===== src/rtl/traffic_light_fsm_pkg.sv =====
`timescale 1ns/1ps
`default_nettype none
// ============================================================================
//  Module   : tl_pkg
//  Purpose  : Shared state encoding and lamp codes for traffic_light_fsm.
//  Revision : 1.0 - initial release
// ============================================================================
package tl_pkg;

    // Controller states; encodings are visible on state_o for debug.
    typedef enum logic [2:0] {
        NS_GRN = 3'd0,
        NS_YEL = 3'd1,
        RED_A  = 3'd2,
        EW_GRN = 3'd3,
        EW_YEL = 3'd4,
        RED_B  = 3'd5,
        WALK   = 3'd6
    } state_t;

    // Lamp drive codes; 2'b11 is never produced.
    localparam logic [1:0] LIGHT_RED = 2'b00;
    localparam logic [1:0] LIGHT_YEL = 2'b01;
    localparam logic [1:0] LIGHT_GRN = 2'b10;

endpackage
`default_nettype wire


===== src/rtl/traffic_light_fsm_if.sv =====
`timescale 1ns/1ps
`default_nettype none
// ============================================================================
//  Module   : traffic_light_fsm_if
//  Purpose  : Tick/request inputs and lamp/debug outputs of the controller.
//  Revision : 1.0 - initial release
// ============================================================================
interface traffic_light_fsm_if;
    logic       tick;
    logic       ped_req;
    logic [1:0] ns_light;
    logic [1:0] ew_light;
    logic       walk;
    logic [2:0] state_o;
    logic       phase_start;

    // Environment side: drives timebase and request, observes the lamps.
    modport master (
        output tick, ped_req,
        input  ns_light, ew_light, walk, state_o, phase_start
    );

    // Controller side.
    modport slave (
        input  tick, ped_req,
        output ns_light, ew_light, walk, state_o, phase_start
    );
endinterface
`default_nettype wire


===== src/rtl/tick_dwell_counter.sv =====
`timescale 1ns/1ps
`default_nettype none
// ============================================================================
//  Module   : tick_dwell_counter
//  Purpose  : Counts timebase ticks spent in the current phase and flags the
//             tick that completes the phase duration.
//  Revision : 1.0 - initial release
// ============================================================================
module tick_dwell_counter #(
    parameter int CW = 4
) (
    input  wire          clk,
    input  wire          R_n,
    input  wire          tick,
    input  wire          clr,
    input  wire [CW-1:0] dur,
    output logic         done
);

    logic [CW-1:0] dwell_q;
    logic [CW-1:0] dwell_d;

    // Dwell register; cleared on reset.
    always_ff @(posedge clk or negedge R_n) begin
        if (!R_n) begin
            dwell_q <= '0;
        end else begin
            dwell_q <= dwell_d;
        end
    end

    // Clear on phase advance, otherwise count ticks; never reaches dur.
    always_comb begin
        dwell_d = dwell_q;
        if (clr) begin
            dwell_d = '0;
        end else if (tick) begin
            dwell_d = dwell_q + CW'(1);
        end
    end

    // Final tick of the phase.
    always_comb begin
        done = tick && (dwell_q == (dur - CW'(1)));
    end

endmodule
`default_nettype wire


===== src/rtl/traffic_light_fsm.sv =====
`timescale 1ns/1ps
`default_nettype none
// ============================================================================
//  Module   : traffic_light_fsm
//  Purpose  : Tick-driven NS/EW intersection sequencer with all-red clearance
//             and an optional pedestrian walk phase.
//  Config   : PED_WALK_EN - when defined, latches ped_req and inserts WALK
//             after RED_B; when undefined, ped_req is ignored and walk = 0.
//  Revision : 1.0 - initial release
// ============================================================================
module traffic_light_fsm
    import tl_pkg::*;
#(
    parameter int CW           = 4,
    parameter int GREEN_TICKS  = 8,
    parameter int YELLOW_TICKS = 3,
    parameter int RED_TICKS    = 1,
    parameter int WALK_TICKS   = 5
) (
    input wire                 clk,
    input wire                 R_n,
    traffic_light_fsm_if.slave bus
);

    localparam int MAX_TICKS = (1 << CW) - 1;

    generate
        if (CW < 1 || CW > 30 ||
            GREEN_TICKS  < 1 || GREEN_TICKS  > MAX_TICKS ||
            YELLOW_TICKS < 1 || YELLOW_TICKS > MAX_TICKS ||
            RED_TICKS    < 1 || RED_TICKS    > MAX_TICKS ||
            WALK_TICKS   < 1 || WALK_TICKS   > MAX_TICKS) begin : g_param_check
            $error("traffic_light_fsm: phase durations must lie in 1..2^CW-1");
        end
    endgenerate

    localparam logic [CW-1:0] C_GREEN  = CW'(GREEN_TICKS);
    localparam logic [CW-1:0] C_YELLOW = CW'(YELLOW_TICKS);
    localparam logic [CW-1:0] C_RED    = CW'(RED_TICKS);
    localparam logic [CW-1:0] C_WALK   = CW'(WALK_TICKS);

    state_t        state_q;
    state_t        state_d;
    logic          phase_start_q;
    logic          phase_start_d;
    logic [CW-1:0] dur;
    logic          done;
    logic          ped_go;

    tick_dwell_counter #(
        .CW (CW)
    ) u_dwell (
        .clk  (clk),
        .R_n  (R_n),
        .tick (bus.tick),
        .clr  (done),
        .dur  (dur),
        .done (done)
    );

    // Duration of the phase currently being timed.
    always_comb begin
        case (state_q)
            NS_GRN, EW_GRN: dur = C_GREEN;
            NS_YEL, EW_YEL: dur = C_YELLOW;
            WALK:           dur = C_WALK;
            default:        dur = C_RED;
        endcase
    end

`ifdef PED_WALK_EN
    logic ped_pend_q;
    logic ped_pend_d;

    // Pending-walk latch.
    always_ff @(posedge clk or negedge R_n) begin
        if (!R_n) begin
            ped_pend_q <= 1'b0;
        end else begin
            ped_pend_q <= ped_pend_d;
        end
    end

    // Requests outside WALK are remembered; entering WALK consumes them and
    // drops any request arriving in that same cycle.
    always_comb begin
        ped_pend_d = ped_pend_q;
        if (bus.ped_req && (state_q != WALK)) begin
            ped_pend_d = 1'b1;
        end
        if (done && (state_q == RED_B) && ped_pend_q) begin
            ped_pend_d = 1'b0;
        end
    end

    assign ped_go = ped_pend_q;
`else
    logic unused_ped_req;
    assign unused_ped_req = bus.ped_req;
    assign ped_go         = 1'b0;
`endif

    // State and phase_start registers.
    always_ff @(posedge clk or negedge R_n) begin
        if (!R_n) begin
            state_q       <= NS_GRN;
            phase_start_q <= 1'b0;
        end else begin
            state_q       <= state_d;
            phase_start_q <= phase_start_d;
        end
    end

    // Next state: advance only on the tick that completes the phase.
    always_comb begin
        state_d       = state_q;
        phase_start_d = done;
        if (done) begin
            case (state_q)
                NS_GRN:  state_d = NS_YEL;
                NS_YEL:  state_d = RED_A;
                RED_A:   state_d = EW_GRN;
                EW_GRN:  state_d = EW_YEL;
                EW_YEL:  state_d = RED_B;
                RED_B:   state_d = ped_go ? WALK : NS_GRN;
                default: state_d = NS_GRN;
            endcase
        end
    end

    // Moore lamp decode from the registered state.
    always_comb begin
        bus.ns_light    = LIGHT_RED;
        bus.ew_light    = LIGHT_RED;
        bus.walk        = 1'b0;
        bus.state_o     = state_q;
        bus.phase_start = phase_start_q;
        case (state_q)
            NS_GRN:  bus.ns_light = LIGHT_GRN;
            NS_YEL:  bus.ns_light = LIGHT_YEL;
            EW_GRN:  bus.ew_light = LIGHT_GRN;
            EW_YEL:  bus.ew_light = LIGHT_YEL;
`ifdef PED_WALK_EN
            WALK:    bus.walk     = 1'b1;
`endif
            default: ;
        endcase
    end

endmodule
`default_nettype wire


===== src/flat_wrapper.sv =====
// flat-port wrapper written by rule: the top's interface ports become plain ports
module traffic_light_fsm_flat import tl_pkg::*;
#(
    parameter int CW           = 4,
    parameter int GREEN_TICKS  = 8,
    parameter int YELLOW_TICKS = 3,
    parameter int RED_TICKS    = 1,
    parameter int WALK_TICKS   = 5
)
  (clk, R_n, bus_tick, bus_ped_req, bus_ns_light, bus_ew_light, bus_walk, bus_state_o, bus_phase_start);
  traffic_light_fsm_if bus_i ();
  input wire clk;
  input wire R_n;
  input wire logic [$bits(bus_i.tick)-1:0] bus_tick;
  input wire logic [$bits(bus_i.ped_req)-1:0] bus_ped_req;
  output wire logic [$bits(bus_i.ns_light)-1:0] bus_ns_light;
  output wire logic [$bits(bus_i.ew_light)-1:0] bus_ew_light;
  output wire logic [$bits(bus_i.walk)-1:0] bus_walk;
  output wire logic [$bits(bus_i.state_o)-1:0] bus_state_o;
  output wire logic [$bits(bus_i.phase_start)-1:0] bus_phase_start;
  assign bus_i.tick = bus_tick;
  assign bus_i.ped_req = bus_ped_req;
  assign bus_ns_light = bus_i.ns_light;
  assign bus_ew_light = bus_i.ew_light;
  assign bus_walk = bus_i.walk;
  assign bus_state_o = bus_i.state_o;
  assign bus_phase_start = bus_i.phase_start;
  traffic_light_fsm #(.CW(CW), .GREEN_TICKS(GREEN_TICKS), .YELLOW_TICKS(YELLOW_TICKS), .RED_TICKS(RED_TICKS), .WALK_TICKS(WALK_TICKS)) u_core (.clk(clk), .R_n(R_n), .bus(bus_i));
endmodule

===== config.mk =====
export PLATFORM = sky130hd
export DESIGN_NAME = traffic_light_fsm_flat
export DESIGN_NICKNAME = d
export VERILOG_FILES = /design/src/rtl/traffic_light_fsm_pkg.sv /design/src/rtl/traffic_light_fsm_if.sv /design/src/rtl/tick_dwell_counter.sv /design/src/rtl/traffic_light_fsm.sv /design/src/flat_wrapper.sv
export SDC_FILE = /design/constraint.sdc
export NUM_CORES = 1
export LEC_CHECK = 0
export CAP_MARGIN = 20
export CORE_MARGIN = 5
export CORE_UTILIZATION = 49
export DETAILED_ROUTE_END_ITERATION = 10
export GPL_TIMING_DRIVEN = 0
export PLACE_DENSITY = 0.76
export SYNTH_ARGS = -nofsm -noshare
export SYNTH_HDL_FRONTEND = slang
export SYNTH_SLANG_ARGS = --single-unit

===== constraint.sdc =====
create_clock -name clk -period 1.75 [get_ports clk]
set_input_delay 0.175 -clock clk [delete_from_list [all_inputs] [get_ports clk]]
set_output_delay 0.175 -clock clk [all_outputs]
set_load 0.02 [all_outputs]

==> impl_metrics.ini, run 1 <==
[cts]
ctsHoldBuffers = 0
cts_buffer_depth = 2
post_cts_buffers = 0
cts_tree = yes
clk_pin_slew_ns = 0.05
htree_levels = 1
cts_buffers = 3
cts_root_buffer = clkbuf_4
clk_latency_ns = 0.24
clock-sinks = 8

[synth]
yosys-mux-area-fraction_pct = 4.60
synth_area_um2 = 653
synth_seq_cells = 8
synth_edf_count = 0
synthDistinctLibCells = 37
synth_top_family_by_area = simple AND/OR/NAND/NOR gates
synth-simple-area-share_pct = 29.5
async_flop_share_pct = 100
seq_area_frac_synth_pct = 30.7
yosys_warnings = 0
synth_fa_ha_area_share_pct = 1.92
syn_nets = 84
synth-compound-area-share_pct = 18.8
synthFlopType = dfrtp_1
synth_xor_area_share_pct = 5.36
syn_area_per_cell_um2 = 8.27
syn_inst = 79

[outcome]
run_status = finished clean

[power_and_ir_drop]
pwr-share-clk_pct = 8.3
powerDensity_nw_per_um2 = 2000
comb_power_share_pct = 68.1
power_mw = 1.60
vdd_ir_drop_max_mv = 1.02
p_seq_share_pct = 23.6
swShare_pct = 47.9
intPower_mw = 0.833
p_sw_mw = 0.764
leakage_nw = 0.358

[timing]
setup-violations-final = 0
fin_ws_ns = 0.106
maxSlewViolCount = 0
setup_tns_ns = 0
fin_crit_sh_pct = 93.9
fmaxAchievable_mhz = 608
finalHoldViolCount = 0
rsz0062_at_grt = true
skew_ns = 0.000693
layout_min_cycle_time_ns = 1.64

[global_routing]
grt_pass1_vias = 546
grt_first_pass_wirelength_mm = 2.36
antenna_found_initial = 0
grt_util_all_layers_pct = 15.1
grt_max_degree = 20
gr-total-overflow = 0

[cells_and_area]
utilization_pct = 62.1
antenna_cells = 0
area_delta_synth_final_pct = 22.2
drive_above_1_share_pct = 13.2
stdcell_area_um2 = 798
nNetsFinal = 98
nFillCells = 114

[placed_design]
place_hpwl_mm = 1.02
place_ws_ns = -0.101
routabilityCongestion = 0.844
port_buffers = 10
post_dp_cell_area_um2 = 777

[flow_run]
max_cap_violations = 0

[routing]
vias_per_cell = 5.77
wirelength_mm = 1.37
dr.pass1.iters = 4
routedWlPerCell_um = 13.0
drtIter0Drc = 17
final_antenna_net_count = 0
route.detailed.drc = 0
vias = 612

[setup_path]
path_max_fanout = 10
cp-start-kind = flop
crit_start = u_core.bus.state_o[2]$_DFFE_PN0P_
path_class = reg2out
cp-endpoint = bus_ew_light[0]
r2r_cells = 5
path_delay_family = buffers and inverters
r2r_setup_slack_ns = 0.15
worst_ep_arrival_time_ns = 1.47
cp_slowest_cell = dfrtp_1
cp.depth = 3
worst_ep_required_time_ns = 1.57
cpPeakStageDelay_ns = 0.41
end_kind = output pin
worstReg2RegStart = u_core.u_dwell.dwell_q[0]$_DFFE_PN0P_
cp_cell_sequence = buf_2, nor3b_2, dlygate4sd2_1
crit-reg2reg-capture = u_core.bus.phase_start$_DFF_PN0_
critPathBufInv = 2

[floorplan]
io_pins = 13
start_util_pct = 50.8
die-area_um2 = 2160
dieWidth_um = 46.5
core-area_um2 = 1280
rows = 13
fp.dieH_um = 46.5

[min_path]
hold_class = in2async
## power by group through the flow
stage               logic [mW]  clock network [mW]  registers, mW
finish                    1.09               0.132          0.377
global route              1.21               0.145          0.397
CTS                       1.08               0.140          0.377
detailed placement        1.10                   0          0.377
global placement          1.09                   0          0.372
floorplan                0.759                   0          0.399
## sequential cells by signal (all words and copies together), names as in the netlist
signal and count:
u_core.bus.state_o 3, u_core.bus.phase_start 1, u_core.u_dwell.dwell_q 4
## synthesized netlist by cell type, types with 2 or more instances
cell type / number / area, µm²
nor2b_1: 3 / 18.8
nor3b_1: 5 / 37.5
o21ai_0: 2 / 10.0
nand2_1: 6 / 22.5
nand3_1: 3 / 15.0
a211oi_1: 2 / 15.0
mux2i_1: 3 / 30.0
and2_1: 3 / 18.8
nor2_1: 4 / 15.0
dfrtp_1: 8 / 200
inv_1: 2 / 7.51
xor2_1: 2 / 17.5
nor3_1: 2 / 10.0
xnor2_1: 2 / 17.5
clkbuf_1: 2 / 7.51
buf_2: 3 / 15.0
and3_1: 2 / 12.5
a21oi_1: 6 / 30.0
## through the flow
| stage | std cells | hold WS, ns |
|---|---|---|
| after floorplan | 79 | -0.121 |
| after global placement | 104 | 0.466 |
| after detailed placement | 104 | 0.476 |
| after CTS | 106 | 0.205 |
| after global routing | 106 | 0.222 |
| final | 106 | 0.201 |
## layer usage
| layer | part of all wire (%) | global-route usage, % | vias to the layer above |
|---|---|---|---|
| li1 | - | - | 306 |
| met1 | 52 | 22.2 | 295 |
| met2 | 43 | 22.0 | 9 |
| met3 | 3.5 | 1.17 | 2 |
| met4 | 0.66 | 6.82 | 0 |
| met5 | 0 | 0 | - |
## cell usage in the layout, fill, tap and decap left out, drive strengths merged
cell type,synthesis,final
dfrtp,8,8
nand2,6,6
a21oi,6,6
clkdlybuf4s50,0,6
nor3b,5,5
buf,6,5
clkbuf,2,5
nor2,4,4
dlygate4sd2,0,4
nor2b,3,3
mux2i,3,3
and2,3,3
nand3,3,3
inv,3,3
and3,2,2
nor3,2,2
xnor2,2,2
a211oi,2,2
xor2,2,2
o21ai,2,2
nand2b,1,1
and4b,1,1
and4,1,1
nor4b,1,1
o22ai,1,1
and3b,1,1
a211o,1,1
a41o,1,1
o32ai,1,1
a31oi,1,1
a221o,1,1
o2111ai,1,1
a22o,1,1
ha,1,1
conb,1,1
## worst register-to-register path, stage by stage, from the launching register on
cell,delay [ns]
dfrtp_1,0.34
clkbuf_1,0.35
and4_1,0.29
a211oi_1,0.06
o22ai_1,0.31
and2_1,0.19
## worst min path at each step
stage,to,slack [ns],depth (start not counted)
after floorplan,u_core.bus.phase_start$_DFF_PN0_,-0.12,0
after global placement,u_core.u_dwell.dwell_q[3]$_DFFE_PN0P_,0.47,1
after detailed placement,u_core.u_dwell.dwell_q[2]$_DFFE_PN0P_,0.48,1
after CTS,u_core.u_dwell.dwell_q[3]$_DFFE_PN0P_,0.20,1
after global routing,u_core.bus.state_o[2]$_DFFE_PN0P_,0.22,1
final,u_core.u_dwell.dwell_q[2]$_DFFE_PN0P_,0.20,1
## cell type report
type | count | area [µm²] | share of cell area, %
Inverter | 3 | 11.3 | 1.41
Buffer | 7 | 47.5 | 5.96
Tap cell | 15 | 18.8 | 2.35
Sequential cell | 8 | 201 | 25.2
Multi-Input combinational cell | 60 | 402 | 50.3
Clock buffer | 3 | 22.5 | 2.82
Timing Repair Buffer | 10 | 95.1 | 11.9
## logic make-up (layout without fill, tap and decap cells)
logic type,Yosys count,after routing
simple gates,33,33
mux,3,3
compound gates,18,18
xor+xnor,4,4
fa+ha+maj,1,1
flops,8,8
other cells,1,1
buf+inv,11,23
## repair_timing
item,in CTS,in global routing
endpoints found under the setup margin,4,3
pin swaps,0,0
endpoints found under the hold margin,0,0
resized for setup,8,2
Note: power is estimated with default switching activity, not from simulation.
==> inputs of run 2 (changes only) <==
--- a/config.mk
+++ b/config.mk
@@ -6,9 +6,9 @@
 export NUM_CORES = 1
 export LEC_CHECK = 0
 export CAP_MARGIN = 20
-export CORE_MARGIN = 5
-export CORE_UTILIZATION = 49
+export CORE_AREA = 5 5 42 44
 export DETAILED_ROUTE_END_ITERATION = 10
+export DIE_AREA = 0 0 47 49
 export GPL_TIMING_DRIVEN = 0
 export PLACE_DENSITY = 0.76
 export SYNTH_ARGS = -nofsm -noshare
==> constraint.sdc (replaced) <==
create_clock -name clk -period 2.1 [get_ports clk]
set_input_delay 0.21 -clock clk [delete_from_list [all_inputs] [get_ports clk]]
set_output_delay 0.21 -clock clk [all_outputs]
set_load 0.02 [all_outputs]
==> run 2 against run 1 <==
Effect of this change:
- first-iteration DRC count grew 5.9%
- clock power down 17%
- global-route usage decreased by 0.63 points
- critical path type unchanged
- largest power group unchanged
- highest routed layer is now met3
==> impl_metrics.ini, run 2 (same netlist as run 1, synthesis figures left out) <==
[placed_design]
routabilityCongestion = 0.821
port_buffers = 10
dp_cells = 105
post_dp_cell_area_um2 = 773
place_hpwl_mm = 1.04
place_ws_ns = 0.197

[routing]
drtIter0Drc = 18
vias_per_cell = 5.56
route.detailed.drc = 0
vias = 595
final_antenna_net_count = 0
dr.pass1.iters = 4
routedWlPerCell_um = 12.8
wirelength_mm = 1.37

[floorplan]
start_util_pct = 46.6
dieWidth_um = 47
rows = 14
io_pins = 13
core-area_um2 = 1400
fp.dieH_um = 49
die-area_um2 = 2300

[timing]
fin_ws_ns = 0.280
finalHoldViolCount = 0
skew_ns = 0.000938
rsz0062_at_grt = false
setup-violations-final = 0
fin_crit_sh_pct = 86.7
setup_tns_ns = 0
maxSlewViolCount = 0
whs_ns = 0.235
fmaxAchievable_mhz = 549
layout_min_cycle_time_ns = 1.82

[cells_and_area]
stdcell_area_um2 = 798
final_common_cell = dfrtp_1
nFillCells = 135
multiInputGateArea_um2 = 397
area_delta_synth_final_pct = 22.2
antenna_cells = 0
regMostFlops = u_core.u_dwell.dwell_q
drive_above_1_share_pct = 9.89
layout.cells.most_common_list = dfrtp_1 (8), nand2_1 (6), a21oi_1 (6), clkdlybuf4s50_1 (6), nor3b_1 (5)
largest_reg_flops = 4
instances_no_fill = 107
ff_latch_area_um2 = 200
utilization_pct = 57.0
nNetsFinal = 98

[setup_path]
worst_ep_required_time_ns = 1.89
path_class = reg2out
critPathBufInv = 3
crit_top_cell = buf_2
cpPeakStageDelay_ns = 0.40
path_max_fanout = 10
worst_ep_arrival_time_ns = 1.61
end_kind = output pin
cp_slowest_cell = dfrtp_1
path_delay_family = buffers and inverters
cp_cell_sequence = buf_2, buf_2, nor3b_1, dlygate4sd2_1
cp-start-kind = flop

[power_and_ir_drop]
leakage_nw = 0.388
vdd_ir_drop_max_mv = 1.02
power_mw = 1.33
powerDensity_nw_per_um2 = 1660

[cts]
cts_buffers = 3
ctsHoldBuffers = 0
cts_buffer_depth = 2
clk_latency_ns = 0.24
post_cts_buffers = 0
clock-sinks = 8
cts_tree = yes
clk_pin_slew_ns = 0.05
htree_levels = 1
cts_root_buffer = clkbuf_4

[global_routing]
grt_max_degree = 15
grt_pass1_vias = 558
grt_first_pass_wirelength_mm = 2.48
antenna_found_initial = 0
gr-total-overflow = 0
grt_util_all_layers_pct = 14.4

[min_path]
hold_class = in2async

[outcome]
run_status = finished clean

[flow_run]
max_cap_violations = 0
## run 2: path summary, 6_finish.rpt
path                                                  startpoint                               endpoint  slack [ns]  cells after the start
setup / recovery               u_core.bus.state_o[0]$_DFFE_PN0P_                        bus_ew_light[0]        0.28                      4
setup reg to reg               u_core.bus.state_o[2]$_DFFE_PN0P_      u_core.bus.state_o[2]$_DFFE_PN0P_        0.37                      5
hold / removal                                               R_n  u_core.u_dwell.dwell_q[3]$_DFFE_PN0P_        0.24                      1
max in group asynchronous                                    R_n      u_core.bus.state_o[1]$_DFFE_PN0P_        1.62                      1
min in group clk           u_core.u_dwell.dwell_q[3]$_DFFE_PN0P_  u_core.u_dwell.dwell_q[3]$_DFFE_PN0P_        0.61                      2
hold reg to reg            u_core.u_dwell.dwell_q[3]$_DFFE_PN0P_  u_core.u_dwell.dwell_q[3]$_DFFE_PN0P_        0.61                      2
## run 2: repair_timing
item                                    4_1_cts  5_1_grt
pin swaps                                     0        0
endpoints found under the setup margin        1        3
resized for setup                             1        3
cloned                                        0        0
hold endpoints to repair                      0        0
## run 2: area by class of cell
cell class                 instances  area share, %
inverter                           3           1.41
timing repair buffer              10           13.3
sequential                         8           25.1
clock buffer                       3           2.82
buffer                             7           5.17
multi-input combinational         60           49.7
tap                               16           2.51
## run 2: metal layers
metal | up-vias | routed length [µm] | share of wire [%] | global-route usage, %
met5 | - | 0 | 0 | 0
met4 | 0 | 0 | 0 | 4.15
met3 | 0 | 59 | 4.3 | 3.32
met2 | 10 | 635 | 46 | 19.7
met1 | 279 | 678 | 49 | 22.2
li1 | 306 | - | - | -
## run 2: worst register-to-register path, delay by kind of cell, from the launching register on
kind            cells  cell delay (ns)
simple gates        1             0.20
compound gates      1             0.32
mux                 1             0.16
flops               1             0.59
buf+inv             1             0.13
xor+xnor            1             0.20
## run 2: power by group
group | total, mW | internal, mW | leakage, nW | switching, mW
registers | 0.332 | 0.226 | 0.0999 | 0.106
logic | 0.884 | 0.398 | 0.274 | 0.486
clock network | 0.110 | 0.0649 | 0.0138 | 0.0451
total | 1.33 | 0.689 | 0.388 | 0.637
